### config.mk
export PLATFORM = sky130hd
export DESIGN_NAME = calc_result_display
export DESIGN_NICKNAME = d
export VERILOG_FILES = /design/src/rtl/calc_disp_pkg.sv /design/src/rtl/calc_result_display_ssd_decoder.sv /design/src/rtl/calc_result_display.sv
export SDC_FILE = /design/constraint.sdc
export NUM_CORES = 1
export LEC_CHECK = 0
export ABC_CLOCK_PERIOD_IN_PS = 4000
export BUFFER_PORTS_ARGS = -buffer_cell sky130_fd_sc_hd__buf_2
export CORE_AREA = 3 3 135 72
export CTS_CLUSTER_DIAMETER = 40
export DETAILED_ROUTE_END_ITERATION = 7
export DIE_AREA = 0 0 138 75
export PLACE_DENSITY = 0.78
export SLEW_MARGIN = 40
export SYNTH_ARGS = -nofsm -noshare
export SYNTH_HDL_FRONTEND = slang
export SYNTH_HIERARCHICAL = 1
export SYNTH_SLANG_ARGS = --single-unit
### constraint.sdc
create_clock -name Clk -period 4 [get_ports Clk]
set_input_delay 0.8 -clock Clk [delete_from_list [all_inputs] [get_ports Clk]]
set_output_delay 0.8 -clock Clk [all_outputs]
set_load 0.01 [all_outputs]
### src/rtl/calc_disp_pkg.sv
// calc_disp_pkg: shared state encoding, segment patterns and sizing helper for the result display
package calc_disp_pkg;
  typedef enum logic [3:0] {
    IDLE  = 4'b0001,
    LOAD  = 4'b0010,
    SHIFT = 4'b0100,
    DONE  = 4'b1000
  } state_t;
  localparam logic [6:0] SEG_0     = 7'b1000000;
  localparam logic [6:0] SEG_1     = 7'b1111001;
  localparam logic [6:0] SEG_2     = 7'b0100100;
  localparam logic [6:0] SEG_3     = 7'b0110000;
  localparam logic [6:0] SEG_4     = 7'b0011001;
  localparam logic [6:0] SEG_5     = 7'b0010010;
  localparam logic [6:0] SEG_6     = 7'b0000010;
  localparam logic [6:0] SEG_7     = 7'b1111000;
  localparam logic [6:0] SEG_8     = 7'b0000000;
  localparam logic [6:0] SEG_9     = 7'b0010000;
  localparam logic [6:0] SEG_BLANK = 7'b1111111;
  function automatic int cnt_width(input int n);
    return $clog2(n + 1);
  endfunction
endpackage

### src/rtl/calc_result_display_ssd_decoder.sv
// ssd_decoder: 4-bit BCD digit to active-low {g..a} segment pattern, codes A-F blank
module ssd_decoder
  import calc_disp_pkg::*;
(
  input  logic [3:0] Digit,
  output logic [6:0] Seg
);
  // pure lookup; non-decimal codes light nothing
  always_comb begin
    case (Digit)
      4'd0:    Seg = SEG_0;
      4'd1:    Seg = SEG_1;
      4'd2:    Seg = SEG_2;
      4'd3:    Seg = SEG_3;
      4'd4:    Seg = SEG_4;
      4'd5:    Seg = SEG_5;
      4'd6:    Seg = SEG_6;
      4'd7:    Seg = SEG_7;
      4'd8:    Seg = SEG_8;
      4'd9:    Seg = SEG_9;
      default: Seg = SEG_BLANK;
    endcase
  end
endmodule

### src/rtl/calc_result_display.sv
// calc_result_display: double-dabble BCD converter and muxed 7-seg driver; CALC_DISP_LEADING_ZERO_BLANK_EN blanks leading zeros
module calc_result_display
  import calc_disp_pkg::*;
#(
  parameter int BIN_W  = 17,
  parameter int DIGITS = 6,
  parameter int SCAN_W = 18
) (
  input  logic                  Clk,
  input  logic                  Reset,
  input  logic [BIN_W-1:0]      Bin_In,
  input  logic                  Flag_In,
  input  logic                  Start,
  output logic                  Busy,
  output logic                  Valid,
  output logic [4*DIGITS-1:0]   BCD_Out,
  output logic [DIGITS-1:0]     An,
  output logic [6:0]            Ssd,
  output logic                  Dp
);
  localparam int CW = cnt_width(BIN_W);
  localparam int IW = DIGITS > 1 ? $clog2(DIGITS) : 1;
  localparam int BW = 4 * DIGITS;
  state_t            state;
  logic [BIN_W-1:0]  shift, shift_nxt;
  logic [BW-1:0]     scratch, adj, scratch_nxt;
  logic [CW-1:0]     cnt;
  logic              flag;
  logic [SCAN_W-1:0] presc;
  logic [IW-1:0]     idx;
  logic [3:0]        digit;
  // add-3 correction on every scratch digit that would overflow when doubled
  always_comb begin
    adj = scratch;
    for (int i = 0; i < DIGITS; i++)
      adj[4*i +: 4] = scratch[4*i +: 4] >= 4'd5 ? scratch[4*i +: 4] + 4'd3 : scratch[4*i +: 4];
  end
  assign {scratch_nxt, shift_nxt} = {adj[BW-2:0], shift, 1'b0};
  // conversion FSM; operands are captured on the accepted Start so Bin_In may change afterwards
  always_ff @(posedge Clk or posedge Reset) begin
    if (Reset) begin
      state   <= IDLE;
      Busy    <= 1'b0;
      Valid   <= 1'b0;
      BCD_Out <= '0;
      flag    <= 1'b0;
      shift   <= '0;
      scratch <= '0;
      cnt     <= '0;
    end else begin
      case (state)
        IDLE: if (Start) begin
          state   <= LOAD;
          Busy    <= 1'b1;
          shift   <= Bin_In;
          flag    <= Flag_In;
          scratch <= '0;
          cnt     <= CW'(BIN_W);
        end
        LOAD: state <= SHIFT;
        SHIFT: begin
          scratch <= scratch_nxt;
          shift   <= shift_nxt;
          cnt     <= cnt - 1'b1;
          if (cnt == CW'(1)) begin
            state   <= DONE;
            Valid   <= 1'b1;
            BCD_Out <= scratch_nxt;
          end
        end
        DONE: begin
          state <= IDLE;
          Busy  <= 1'b0;
          Valid <= 1'b0;
        end
        default: begin
          state <= IDLE;
          Busy  <= 1'b0;
          Valid <= 1'b0;
        end
      endcase
    end
  end
  // free-running refresh prescaler; digit slot advances on each wrap
  always_ff @(posedge Clk or posedge Reset) begin
    if (Reset) begin
      presc <= '0;
      idx   <= '0;
    end else begin
      presc <= presc + 1'b1;
      if (&presc) idx <= idx == IW'(DIGITS - 1) ? '0 : idx + 1'b1;
    end
  end
  assign digit = BCD_Out[4*idx +: 4];
  ssd_decoder u_dec (
    .Digit(digit),
    .Seg  (Ssd)
  );
  assign Dp = ~(flag & (idx == '0));
`ifdef CALC_DISP_LEADING_ZERO_BLANK_EN
  logic [DIGITS-1:0] shown;
  logic              seen;
  // a digit is lit if it or any more-significant digit is nonzero; digit 0 always lit
  always_comb begin
    shown    = '0;
    seen     = 1'b0;
    for (int i = DIGITS - 1; i > 0; i--) begin
      seen     = seen | (|BCD_Out[4*i +: 4]);
      shown[i] = seen;
    end
    shown[0] = 1'b1;
  end
  assign An = ~(shown & (DIGITS'(1) << idx));
`else
  assign An = ~(DIGITS'(1) << idx);
`endif
endmodule

[After elaboration in Yosys (flattened, before gate mapping)]
Memory sizes are Yosys's and may differ from the RTL's.
Index checks and enable logic that the tools add are counted.
Word-level totals
  bits in registers: 98
  bits in read-only memories: 112
  memories: 1
Cells by class
  $add $sub $neg: 9
  magnitude comparators: 6
  equality and inequality tests: 7
  shift operators: 2
  multiplexer cells: 20
  bitwise operators: 5
  reduce and logical (&&, ||, !) cells: 11
Memory list
  (name not given): depth 16, bits a word 7, read ports 1, clocked after Yosys merged registers in 0, write ports 0, RTL line calc_result_display_ssd_decoder.sv:10  | case (Digit)
Operator list (count)
  $pmux W24 S2: 1
  $pmux W17 S2: 1
  $mux W4: 7
  $ge A4 B3 Y1 const B: 6
  $mux W24: 1
  $shiftx A24 B6 Y4: 1
  $add A4 B2 Y4 const B: 5
  $add A18 B1 Y18 const B: 1
  $reduce_and A18 Y1: 1
  $mux W17: 1
  $pmux W4 S3: 1
  $reduce_and A2 Y1: 6
  $pmux W5 S2: 1
  $mux W3: 2
  $not A6 Y6: 1
  $shl A1 B3 Y6 const A: 1
  $eq A5 B1 Y1 const B: 1
  $mux W5: 1
  $sub A5 B1 Y5 const B: 1
  $eq A4 B1 Y1 const B: 1
  $eq A4 B2 Y1 const B: 1
  $eq A4 B3 Y1 const B: 1
  $ne A2 B2 Y1 const B: 2
  $pmux W1 S2: 2
  other kinds (9): 13

[Longest topological paths before layout]
  depth in word-level cells: 4
  mapped depth: 9
  gate-level depth less buffers: 8

[Cells and area by module]
The synthesis kept the hierarchy.
Modules (own cells, without submodules)
  calc_result_display: instances 1, cells an instance 473, area each 4733.3 µm², seq. area each 2453.6 µm²
  ssd_decoder: instances 1, cells an instance 33, area each 210.2 µm², seq. area each 0.0 µm²

[Worst setup path before layout]
Ideal clock, no wire load.
  kind: register to output
  from: register idx[0]
  to: output port Ssd[0]
  data arrival time: 2.283 ns
  data required time: 3.200 ns
  path slack: 0.917 ns
  stages on the path, launching flop included: 10
  buffers on the path: 2
  cells stage by stage: dfrtp_1 > clkbuf_1 > clkbuf_1 > mux2i_1 > o21ai_0 > inv_1 > ha_1 > or2_1 > a21oi_2 > nor2_1
Between the ends
  word-level cells in the longest chain between the ends: 2
Ends and longest elaborated chain
  from (decl): RTL line calc_result_display.sv:30  | logic [IW-1:0] idx;
  from (signal assigned): RTL line calc_result_display.sv:91  | if (&presc) idx <= idx == IW'(DIGITS - 1) ? '0 : idx + 1'b1;
  $shiftx A24 B6 Y4: RTL line calc_result_display.sv:94  | assign digit = BCD_Out[4*idx +: 4];
  named net digit[1]: RTL line calc_result_display.sv:31  | logic [3:0] digit;
  $mem_v2 Z16 W7
  to (decl): RTL line calc_result_display.sv:18  | output logic [6:0] Ssd,
The timed path passes the listed nets, and every way through them passes these cells.

[Final worst setup path]
  from: register idx[0]
  to: output port Ssd[4]
Same word-level chain as after synthesis.

==> key figures <==
Outcome
  – Outcome: completed

Clock network
  – Clk sinks: 98
  – Reg clk slew, reported paths: 0.07 ns
  – CTS Hold Bufs: 0
  – Num CTS Buffers: 9
  – Setup Fix Bufs, Post-CTS: 0
  – H-tree levels: 3
  – Post-CTS sizing: 0
  – Root Driver: clkbuf_16
  – Worst-skew pair later-pin latency: 0.34 ns
  – CTS tree: done
  – CTS max path bufs: 2

Synthesis
  – Post-synthesis sequential area ratio: 49.6%
  – Mapped cell area: 0.00494 mm^2
  – Post-synth ARST share: 100%
  – Avg Inst Size Synth: 9.77 um^2
  – Seq cells post-synth: 98
  – Post-synth cell types: 50
  – Synth Instances: 506
  – Post-synth EDFFs: 0
  – Mapped Nets: 548
  – Warnings from Yosys: 6
  – Most used DFF post-synth: dfrtp_1

STA
  – Final period util: 91.7%
  – F_max: 0.273 GHz
  – Slew @ Worst Pin: 0.678 ns
  – Final setup viols: 0
  – Clock skew: 0.00574 ns
  – Final min period: 3.67 ns
  – Total negative setup slack: 0 ns
  – Max transition margin: 54.8%
  – Slew Viols, Final: 0
  – RSZ-0062 raised after global routing: false
  – Final hold vios: 0

Worst setup path
  – CP arrival: 2.87 ns
  – CP Class: reg -> out
  – Critical path peak fanout: 16
  – CP required: 3.20 ns
  – Startpoint Class: flop
  – Worst setup EP type: output pin

Floorplan
  – Core Area: 0.00859 mm^2
  – Row count: 24
  – Top-Level Pins: 61
  – Die ar.: 0.0104 mm^2
  – Die width: 138 um
  – Die height: 75 um
  – Initial Util: 57.6%

GRT
  – Total Routing Usage GR: 20.4%
  – First-pass GRT wire length: 16900 um
  – Vias in the first global route: 3539
  – Initial antenna violation count: 0
  – Pin count of the biggest net entering global routing: 63
  – GR Overflow Total: 0

Routing
  – Drt drc: 0
  – First-pass DRT Iterations: 4
  – Drt initial violations: 206
  – Wire length after detailed routing: 10400 um
  – Routed via count: 3733
  – WL/cell: 15.4 um
  – Final ANT Viol Nets: 0
  – Vias per cell: 5.52

Power and ir drop
  – Power per cell area: 456 mW/mm^2
  – Power share of the clock group: 36.7%
  – Flop pwr share: 46.9%
  – Tot Pwr: 2570 uW
  – Net Sw Power: 734 uW
  – Combinational share of power: 16.4%
  – Max IR drop VDD: 0.000371 V
  – Static leakage: 0.00254 uW
  – Sw frac: 28.6%
  – Internal cell power: 1830 uW

Finish
  – Fraction of layout cells with a size suffix above 1: 18.2%
  – Layout area overhead: 13.8%
  – Final nets: 596
  – Cell area after layout: 0.00563 mm^2
  – # diodes: 0

Min path
  – Hold Crit Class: reg -> reg

Place
  – Gpl congestion: 0.836
  – DP Wirelength: 7080 um
  – # port buffers: 60
  – Placed inst area: 0.00530 mm^2

Job
  – MaxCap Viol Count: 0
[final cells by class]
type | count | area (um^2)
fill | 702 | 2960
tap | 117 | 146
sequential | 98 | 2450
timing repair buffer | 64 | 330
inverter | 27 | 104
clock inverter | 6 | 90.1
multi-input combinational | 354 | 2260
clock buffer | 10 | 239
[cell usage in the layout (no fill, tap or decap), types with 2 or more instances in the layout]
cell type,n
a21oi_1,21
nor3b_1,12
buf_4,4
nand3_1,13
inv_1,24
o31ai_1,7
bufinv_16,2
a22oi_1,3
o21ai_0,40
nand2_1,66
and4_1,2
and3_1,2
a32o_1,6
xor2_1,6
nor2_1,45
ha_1,21
clkinv_4,2
xnor2_1,18
mux2_2,7
clkbuf_16,9
o22ai_1,29
dfrtp_1,97
mux2i_1,6
buf_2,60
o21ai_1,6
nand2b_1,12
nand4_1,6
mux4_2,4
[worst paths after layout]
path                                      startpoint                      end  slack [ns]  cells after the start
worst min-delay path             presc[11]$_DFF_PP0_      presc[11]$_DFF_PP0_        0.47                      1
min in group asynchronous                      Reset       presc[5]$_DFF_PP0_        0.55                      2
max in group asynchronous                      Reset     state[0]$_DFFE_PP1P_        2.62                      3
worst max-delay path              idx[0]$_DFFE_PP0P_                   Ssd[4]        0.33                      9
worst max register to register  state[1]$_DFFE_PP0P_  scratch[23]$_DFFE_PP0P_        1.77                      4
worst min register to register   presc[11]$_DFF_PP0_      presc[11]$_DFF_PP0_        0.47                      1
[per-stage QoR]
step,std cells,hold WS (ns),setup slack (ns),utilization [%]
6_report,676,0.470,0.334,65.5
5_1_grt,676,0.483,0.0782,65.5
4_1_cts,676,0.471,0.328,65.5
3_5_place_dp,660,0.462,0.688,61.7
3_3_place_gp,660,0.452,0.782,61.6
2_1_floorplan,506,0.438,0.640,-
[sequential cells by signal (all words and copies together) (netlist names)]
register,count
shift,17
Busy,1
BCD_Out,24
presc,18
idx,3
Valid,1
scratch,24
cnt,5
flag,1
state,4
[critical path, stage by stage, from the launching register on]
cell     delay (ns)
dfrtp_1        0.78
mux4_2         0.58
nand2_1        0.07
o21ai_0        0.24
inv_1          0.21
ha_1           0.20
nand2_1        0.06
o21ai_0        0.10
o21ai_0        0.11
buf_2          0.18
[power groups by stage]
stage / combinational [uW] / sequential, uW / clock (uW)
floorplan: 359 / 1180 / 0
global placement: 408 / 1210 / 0
detailed placement: 426 / 1220 / 0
CTS: 427 / 1200 / 958
global route: 478 / 1220 / 996
finish: 421 / 1200 / 943
[cell usage after synthesis (2+ instances only)]
cell | n | area [um^2]
dfrtp_1 | 97 | 2430
nand2_1 | 66 | 248
nor2_1 | 45 | 169
o21ai_0 | 42 | 210
o22ai_1 | 29 | 181
inv_1 | 25 | 93.8
a21oi_1 | 21 | 105
ha_1 | 21 | 263
xnor2_1 | 18 | 158
clkbuf_1 | 15 | 56.3
nand3_1 | 13 | 65.1
nand2b_1 | 12 | 75.1
nor3b_1 | 12 | 90.1
buf_2 | 8 | 40.0
mux2_2 | 7 | 78.8
o31ai_1 | 7 | 52.6
a32o_1 | 6 | 60.1
mux2i_1 | 6 | 60.1
nand4_1 | 6 | 37.5
xor2_1 | 6 | 52.6
mux4_2 | 4 | 90.1
o21ai_1 | 4 | 20.0
a22oi_1 | 3 | 22.5
buf_6 | 3 | 33.8
and3_1 | 2 | 12.5
and4_1 | 2 | 17.5
nor4b_1 | 2 | 17.5
o21ai_2 | 2 | 17.5
[cell families after synthesis]
logic type,Yosys count,synth area share (%)
flip-flops,98,49.6
adder cells (fa/ha/maj),21,5.32
AND/OR/NAND/NOR,172,16.8
multiplexers,17,4.63
buffers and inverters,54,4.83
XOR/XNOR,24,4.25
AO/OA/AOI/OAI,120,14.5
[layer usage]
metal | vias to the layer above | part of all wire (%) | track usage [%]
met3 | 12 | 4.6 | 5.33
met1 | 1782 | 49 | 27.8
met5 | - | 0 | 0
li1 | 1851 | - | -
met2 | 88 | 45 | 32.9
met4 | 0 | 1.3 | 6.57
(Power assumes the default switching activity.)
